### src/rtl/edac_err_log_if.sv
// Event/log/counter bundle for the EDAC error logger.
// master drives events and consumer controls; slave is the logger.
interface edac_err_log_if #(
  parameter int unsigned RAM_LOGDEPTH = 8,
  parameter int unsigned CNT_WIDTH    = 16
);
  logic                    correctable;
  logic                    error;
  logic                    scrub_corr;
  logic [RAM_LOGDEPTH-1:0] evt_addr;
  logic                    pop;
  logic                    clr_cnt;
  logic                    irq_ack;

  logic                    entry_valid;
  logic [1:0]              entry_type;
  logic [RAM_LOGDEPTH-1:0] entry_addr;
  logic [15:0]             entry_ts;
  logic [CNT_WIDTH-1:0]    corr_cnt;
  logic [CNT_WIDTH-1:0]    uncorr_cnt;
  logic [CNT_WIDTH-1:0]    scrub_cnt;
  logic                    overflow;
  logic                    irq;

  modport master (
    output correctable, error, scrub_corr, evt_addr, pop, clr_cnt, irq_ack,
    input  entry_valid, entry_type, entry_addr, entry_ts,
    input  corr_cnt, uncorr_cnt, scrub_cnt, overflow, irq
  );

  modport slave (
    input  correctable, error, scrub_corr, evt_addr, pop, clr_cnt, irq_ack,
    output entry_valid, entry_type, entry_addr, entry_ts,
    output corr_cnt, uncorr_cnt, scrub_cnt, overflow, irq
  );
endinterface

### src/rtl/edac_err_log.sv
// EDAC event logger: saturating event counters plus a show-ahead log FIFO with irq.
// Optional per-entry timestamps are compiled in with EDAC_ERR_LOG_TIMESTAMP_EN.
module edac_err_log #(
  parameter int unsigned RAM_LOGDEPTH = 8,
  parameter int unsigned LOG_LOGDEPTH = 2,
  parameter int unsigned CNT_WIDTH    = 16
) (
  input logic           rClk,
  input logic           rst,
  edac_err_log_if.slave bus
);
  localparam int unsigned Depth = 1 << LOG_LOGDEPTH;
  localparam int unsigned PtrW  = LOG_LOGDEPTH + 1;

  localparam logic [1:0] TypeCorr   = 2'b01;
  localparam logic [1:0] TypeUncorr = 2'b10;
  localparam logic [1:0] TypeScrub  = 2'b11;

  logic [PtrW-1:0]         wptr_q, wptr_d, rptr_q, rptr_d;
  logic [CNT_WIDTH-1:0]    corr_q, corr_d, uncorr_q, uncorr_d, scrub_q, scrub_d;
  logic                    overflow_q, overflow_d;
  logic                    irq_q, irq_d;

  logic                    push, do_push, do_pop, drop, empty, full;
  logic [1:0]              push_type;
  logic [LOG_LOGDEPTH-1:0] widx, ridx;

  logic [1:0]              type_mem [Depth];
  logic [RAM_LOGDEPTH-1:0] addr_mem [Depth];

  // Clear wins over the old value, but a same-cycle event still counts once.
  function automatic logic [CNT_WIDTH-1:0] cnt_next(input logic [CNT_WIDTH-1:0] cur,
                                                    input logic evt, input logic clr);
    logic [CNT_WIDTH-1:0] nxt;
    nxt = cur;
    if (clr) begin
      nxt = evt ? CNT_WIDTH'(1) : '0;
    end else if (evt && (cur != {CNT_WIDTH{1'b1}})) begin
      nxt = cur + CNT_WIDTH'(1);
    end
    return nxt;
  endfunction

  assign widx  = wptr_q[LOG_LOGDEPTH-1:0];
  assign ridx  = rptr_q[LOG_LOGDEPTH-1:0];
  assign empty = (wptr_q == rptr_q);
  assign full  = (wptr_q[PtrW-1] != rptr_q[PtrW-1]) &&
                 (wptr_q[PtrW-2:0] == rptr_q[PtrW-2:0]);

  always_comb begin
    push      = bus.error | bus.correctable | bus.scrub_corr;
    push_type = TypeScrub;
    if (bus.error) begin
      push_type = TypeUncorr;
    end else if (bus.correctable) begin
      push_type = TypeCorr;
    end

    do_pop  = bus.pop && !empty;
    do_push = push && (!full || do_pop);
    drop    = push && full && !do_pop;

    wptr_d = do_push ? wptr_q + PtrW'(1) : wptr_q;
    rptr_d = do_pop  ? rptr_q + PtrW'(1) : rptr_q;

    corr_d   = cnt_next(corr_q,   bus.correctable, bus.clr_cnt);
    uncorr_d = cnt_next(uncorr_q, bus.error,       bus.clr_cnt);
    scrub_d  = cnt_next(scrub_q,  bus.scrub_corr,  bus.clr_cnt);

    overflow_d = (overflow_q && !bus.clr_cnt) || drop;

    // Setting takes precedence over a same-cycle acknowledge.
    irq_d = irq_q && !bus.irq_ack;
    if ((do_push && push_type == TypeUncorr) || (overflow_d && !overflow_q)) begin
      irq_d = 1'b1;
    end
  end

  always_ff @(posedge rClk or posedge rst) begin
    if (rst) begin
      wptr_q     <= '0;
      rptr_q     <= '0;
      corr_q     <= '0;
      uncorr_q   <= '0;
      scrub_q    <= '0;
      overflow_q <= 1'b0;
      irq_q      <= 1'b0;
    end else begin
      wptr_q     <= wptr_d;
      rptr_q     <= rptr_d;
      corr_q     <= corr_d;
      uncorr_q   <= uncorr_d;
      scrub_q    <= scrub_d;
      overflow_q <= overflow_d;
      irq_q      <= irq_d;
    end
  end

  // Storage needs no reset: outputs are masked whenever the log is empty.
  always_ff @(posedge rClk) begin
    if (do_push) begin
      type_mem[widx] <= push_type;
      addr_mem[widx] <= bus.evt_addr;
    end
  end

`ifdef EDAC_ERR_LOG_TIMESTAMP_EN
  logic [15:0] ts_q;
  logic [15:0] ts_mem [Depth];

  always_ff @(posedge rClk or posedge rst) begin
    if (rst) begin
      ts_q <= '0;
    end else begin
      ts_q <= ts_q + 16'd1;
    end
  end

  always_ff @(posedge rClk) begin
    if (do_push) begin
      ts_mem[widx] <= ts_q;
    end
  end

  assign bus.entry_ts = empty ? 16'h0000 : ts_mem[ridx];
`else
  assign bus.entry_ts = 16'h0000;
`endif

  assign bus.entry_valid = !empty;
  assign bus.entry_type  = empty ? 2'b00 : type_mem[ridx];
  assign bus.entry_addr  = empty ? '0 : addr_mem[ridx];
  assign bus.corr_cnt    = corr_q;
  assign bus.uncorr_cnt  = uncorr_q;
  assign bus.scrub_cnt   = scrub_q;
  assign bus.overflow    = overflow_q;
  assign bus.irq         = irq_q;

endmodule

### src/flat_wrapper.sv
// flat-port wrapper written by rule: the top's interface ports become plain ports
module edac_err_log_flat 
#(
  parameter int unsigned RAM_LOGDEPTH = 8,
  parameter int unsigned LOG_LOGDEPTH = 2,
  parameter int unsigned CNT_WIDTH    = 16
)
  (rClk, rst, bus_correctable, bus_error, bus_scrub_corr, bus_evt_addr, bus_pop, bus_clr_cnt, bus_irq_ack, bus_entry_valid, bus_entry_type, bus_entry_addr, bus_entry_ts, bus_corr_cnt, bus_uncorr_cnt, bus_scrub_cnt, bus_overflow, bus_irq);
  edac_err_log_if #(.RAM_LOGDEPTH(RAM_LOGDEPTH), .CNT_WIDTH(CNT_WIDTH)) bus_i ();
  input logic rClk;
  input logic rst;
  input wire logic [$bits(bus_i.correctable)-1:0] bus_correctable;
  input wire logic [$bits(bus_i.error)-1:0] bus_error;
  input wire logic [$bits(bus_i.scrub_corr)-1:0] bus_scrub_corr;
  input wire logic [$bits(bus_i.evt_addr)-1:0] bus_evt_addr;
  input wire logic [$bits(bus_i.pop)-1:0] bus_pop;
  input wire logic [$bits(bus_i.clr_cnt)-1:0] bus_clr_cnt;
  input wire logic [$bits(bus_i.irq_ack)-1:0] bus_irq_ack;
  output wire logic [$bits(bus_i.entry_valid)-1:0] bus_entry_valid;
  output wire logic [$bits(bus_i.entry_type)-1:0] bus_entry_type;
  output wire logic [$bits(bus_i.entry_addr)-1:0] bus_entry_addr;
  output wire logic [$bits(bus_i.entry_ts)-1:0] bus_entry_ts;
  output wire logic [$bits(bus_i.corr_cnt)-1:0] bus_corr_cnt;
  output wire logic [$bits(bus_i.uncorr_cnt)-1:0] bus_uncorr_cnt;
  output wire logic [$bits(bus_i.scrub_cnt)-1:0] bus_scrub_cnt;
  output wire logic [$bits(bus_i.overflow)-1:0] bus_overflow;
  output wire logic [$bits(bus_i.irq)-1:0] bus_irq;
  assign bus_i.correctable = bus_correctable;
  assign bus_i.error = bus_error;
  assign bus_i.scrub_corr = bus_scrub_corr;
  assign bus_i.evt_addr = bus_evt_addr;
  assign bus_i.pop = bus_pop;
  assign bus_i.clr_cnt = bus_clr_cnt;
  assign bus_i.irq_ack = bus_irq_ack;
  assign bus_entry_valid = bus_i.entry_valid;
  assign bus_entry_type = bus_i.entry_type;
  assign bus_entry_addr = bus_i.entry_addr;
  assign bus_entry_ts = bus_i.entry_ts;
  assign bus_corr_cnt = bus_i.corr_cnt;
  assign bus_uncorr_cnt = bus_i.uncorr_cnt;
  assign bus_scrub_cnt = bus_i.scrub_cnt;
  assign bus_overflow = bus_i.overflow;
  assign bus_irq = bus_i.irq;
  edac_err_log #(.RAM_LOGDEPTH(RAM_LOGDEPTH), .LOG_LOGDEPTH(LOG_LOGDEPTH), .CNT_WIDTH(CNT_WIDTH)) u_core (.rClk(rClk), .rst(rst), .bus(bus_i));
endmodule
### config.mk
export PLATFORM = sky130hd
export DESIGN_NAME = edac_err_log_flat
export DESIGN_NICKNAME = d
export VERILOG_FILES = /design/src/rtl/edac_err_log_if.sv /design/src/rtl/edac_err_log.sv /design/src/flat_wrapper.sv
export SDC_FILE = /design/constraint.sdc
export NUM_CORES = 1
export LEC_CHECK = 0
export CAP_MARGIN = 20
export CORE_AREA = 3 3 102 104
export CTS_BUF_LIST = sky130_fd_sc_hd__clkbuf_4 sky130_fd_sc_hd__clkbuf_8
export CTS_CLUSTER_DIAMETER = 50
export DETAILED_ROUTE_END_ITERATION = 7
export DIE_AREA = 0 0 105 107
export GPL_TIMING_DRIVEN = 0
export PLACE_DENSITY = 0.81
export SLEW_MARGIN = 5
export SYNTH_ARGS = -nofsm -noshare
export SYNTH_HDL_FRONTEND = slang
export SYNTH_SLANG_ARGS = --single-unit
export TNS_END_PERCENT = 5
### constraint.sdc
create_clock -name rClk -period 2.7 [get_ports rClk]
set_input_delay 0.54 -clock rClk [delete_from_list [all_inputs] [get_ports rClk]]
set_output_delay 0.54 -clock rClk [all_outputs]
set_load 0.01 [all_outputs]
==> results.json <==
{
  "viasPerCell": 5.64,
  "hpwl_um": 7560,
  "cts_tree": "done",
  "final_antenna_net_count": 0,
  "yosysWarnings": 0,
  "synth-edff-count": 40,
  "clock_latency_ns": 0.35,
  "die_area_mm2": 0.0112,
  "crit_fanout": 10,
  "io_buffer_count": 74,
  "drv_slew": 0,
  "reg2reg_to": "u_core.bus.uncorr_cnt[1]",
  "design.core.area_mm2": 0.00964,
  "finalNetCount": 538,
  "max_freq_mhz": 379,
  "grt_pass1_vias": 3678,
  "synth_area_per_cell_um2": 11.5,
  "ys_types": 53,
  "cp_slowest_stage_delay_ns": 0.48,
  "grt_pass1_wl_um": 18000,
  "stdcell_count": 652,
  "htree_levels": 3,
  "holdCritStartpoint": "u_core.wptr_q[2]",
  "start_util": 0.490,
  "slew_headroom": 0.366,
  "setup_viol": 0,
  "leakage_nw": 2.28,
  "cts_sinks": 96,
  "clock_skew_ns": 0.00984,
  "r2r_start": "u_core.bus.uncorr_cnt[0]",
  "placed_area_mm2": 0.00571,
  "antenna_found_initial": 0,
  "clkTransAtPathRegs_ns": 0.09,
  "status": "complete, no violations",
  "die_x_um": 105,
  "numCtsBuffers": 9,
  "drcViolationCount": 0,
  "arrival_ns": 2.10,
  "final_util": 0.617,
  "hold_slack_ns": 0.531,
  "netlist.area_leader.share": 0.297,
  "final_area_mm2": 0.00595,
  "crit_type": "reg -> out",
  "ctsLongestPathBuffers": 2,
  "cts-root-buf": "clkbuf_8",
  "firstDrtPassIters": 4,
  "hold_depth": 1,
  "crit_chain": "buf_12 -> mux4_2 -> and2_1 -> clkdlybuf4s50_1",
  "fill_cells": 823,
  "num_antenna_cells": 0,
  "endpoint_kind": "output pin",
  "synthCells": 410,
  "die_h_um": 107,
  "rows": 36,
  "grt_max_degree": 33,
  "place.gp.congestion": 0.878,
  "rr_worst_depth": 6,
  "synth_area_leader_cell": "dfrtp_1",
  "ios": 93,
  "placed_cells": 633,
  "critPathBufInv": 2,
  "wl_per_cell_um": 16.2,
  "p_per_area_mw_per_mm2": 726,
  "finalCriticalPeriod_ns": 2.64,
  "synth_async_sr_flop_share": 0.583,
  "grt_use_total": 0.198,
  "total_power_mw": 4.32,
  "vdd_drop_max_mv": 0.359,
  "ys.flop_type": "dfrtp_1",
  "worst_pin_slew_ns": 0.943,
  "syn_to_final_growth_pct": 25.9,
  "drive_gt1_frac": 0.119,
  "drt-initial-drc-count": 183,
  "reg2reg_slack_ns": 0.41,
  "whs_endpoint": "u_core.wptr_q[2]",
  "grt_remaining_overflow": 0,
  "cap_violations": 0,
  "path_delay_family": "buffers and inverters",
  "route.vias.total": 3677,
  "ys_top_cells_by_area": "dfrtp_1, edfxtp_1, mux4_2",
  "critPathSlowestCell": "mux4_2",
  "finalHoldViolations": 0,
  "ys_seq_area_frac": 0.551,
  "hp-class": "reg -> reg",
  "min_period_over_period": 0.976,
  "start_kind": "register",
  "ys_ff_latch": 96,
  "syn_area_mm2": 0.00473,
  "critical_path_required_ns": 2.16,
  "wl_um": 10600
}
## routing by layer
| layer | part of all wire | track usage |
|---|---|---|
| met1 | 0.43 | 0.259 |
| met2 | 0.50 | 0.322 |
| met4 | 0.015 | 0.0797 |
| met3 | 0.049 | 0.0421 |
| met5 | 0 | 0 |
## state kept, by name, indices dropped and copies added, names as in the netlist
| signal | flops |
|---|---|
| u_core.type_mem | 8 |
| u_core.bus.scrub_cnt | 16 |
| u_core.rptr_q | 3 |
| u_core.bus.corr_cnt | 16 |
| u_core.bus.overflow | 1 |
| u_core.addr_mem | 32 |
| u_core.bus.irq | 1 |
| u_core.wptr_q | 3 |
| u_core.bus.uncorr_cnt | 16 |
## repair_timing
item                                    CTS  global route
pin swaps                                 0             0
endpoints found under the setup margin   10             8
cloned                                    0             0
setup buffers                             1             2
resized for setup                        11             9
hold buffers                              0             0
## worst max path at each step
stage / from / endpoint / slack, ns / cells after the start
floorplan: bus_correctable / u_core.addr_mem[3][0] / 0.68 / 4
global placement: rst / u_core.bus.corr_cnt[11] / -0.31 / 2
detailed placement: bus_error / u_core.addr_mem[3][3] / -0.10 / 4
CTS: u_core.rptr_q[0] / bus_entry_type[0] / 0.02 / 4
global route: u_core.rptr_q[0] / bus_entry_addr[4] / -0.01 / 4
finish: u_core.rptr_q[0] / bus_entry_addr[6] / 0.06 / 4
## cells in the final DEF (no fill, tap or decap), types with 16 or more instances in the layout
cell type | netlist | layout
nand3_1 | 22 | 22
clkdlybuf4s50_1 | 0 | 67
a21oi_1 | 31 | 31
edfxtp_1 | 40 | 40
nand2_1 | 20 | 20
inv_1 | 17 | 16
dfrtp_1 | 56 | 55
and2_1 | 16 | 16
buf_4 | 16 | 20
conb_1 | 1 | 16
## cell type report
type	count	area, µm²	share of cell area
plain buffers	30	198	0.0332
well taps	133	166	0.0280
clock inverters	5	23.8	0.00399
multi-input cells	282	1960	0.329
flip-flops and latches	96	2600	0.437
repair buffers	78	797	0.134
clock buffers	11	139	0.0233
inverters	17	63.8	0.0107
## synth_stat cells (5+ instances only)
library cell and instances:
or4_1 15, or3_1 14, o21ai_0 11, nand4_1 11
o31ai_1 15, nor3_1 11, nand3_1 22, nand2_1 20
dfrtp_1 56, nor2_1 12, nor4_1 7, buf_4 16
xnor2_1 5, ha_1 8, clkbuf_1 10, edfxtp_1 40
inv_1 17, o21ai_1 5, and2_1 16, a21oi_1 31
mux4_2 10
## kinds of logic after synthesis
group / Yosys count / share of synthesized area
XOR/XNOR: 7 / 0.0130
flip-flops: 96 / 0.551
AND/OR/NAND/NOR: 148 / 0.181
adder cells (fa/ha/maj): 8 / 0.0212
AO/OA/AOI/OAI: 87 / 0.121
buffers and inverters: 47 / 0.0511
other: 1 / 0.000794
multiplexers: 16 / 0.0612
## report_power, final
part           switching [mW]  internal, mW
clock                   0.479         0.346
sequential              0.147          1.84
combinational           0.689         0.819
## stage by stage
step           setup slack, ns  TNS (ns)
4_1_cts                 0.0156         0
6_report                0.0642         0
5_1_grt                -0.0107   -0.0107
2_1_floorplan            0.685         0
3_5_place_dp            -0.104     -2.95
3_3_place_gp            -0.313    -17.46
(Power assumes the default switching activity.)
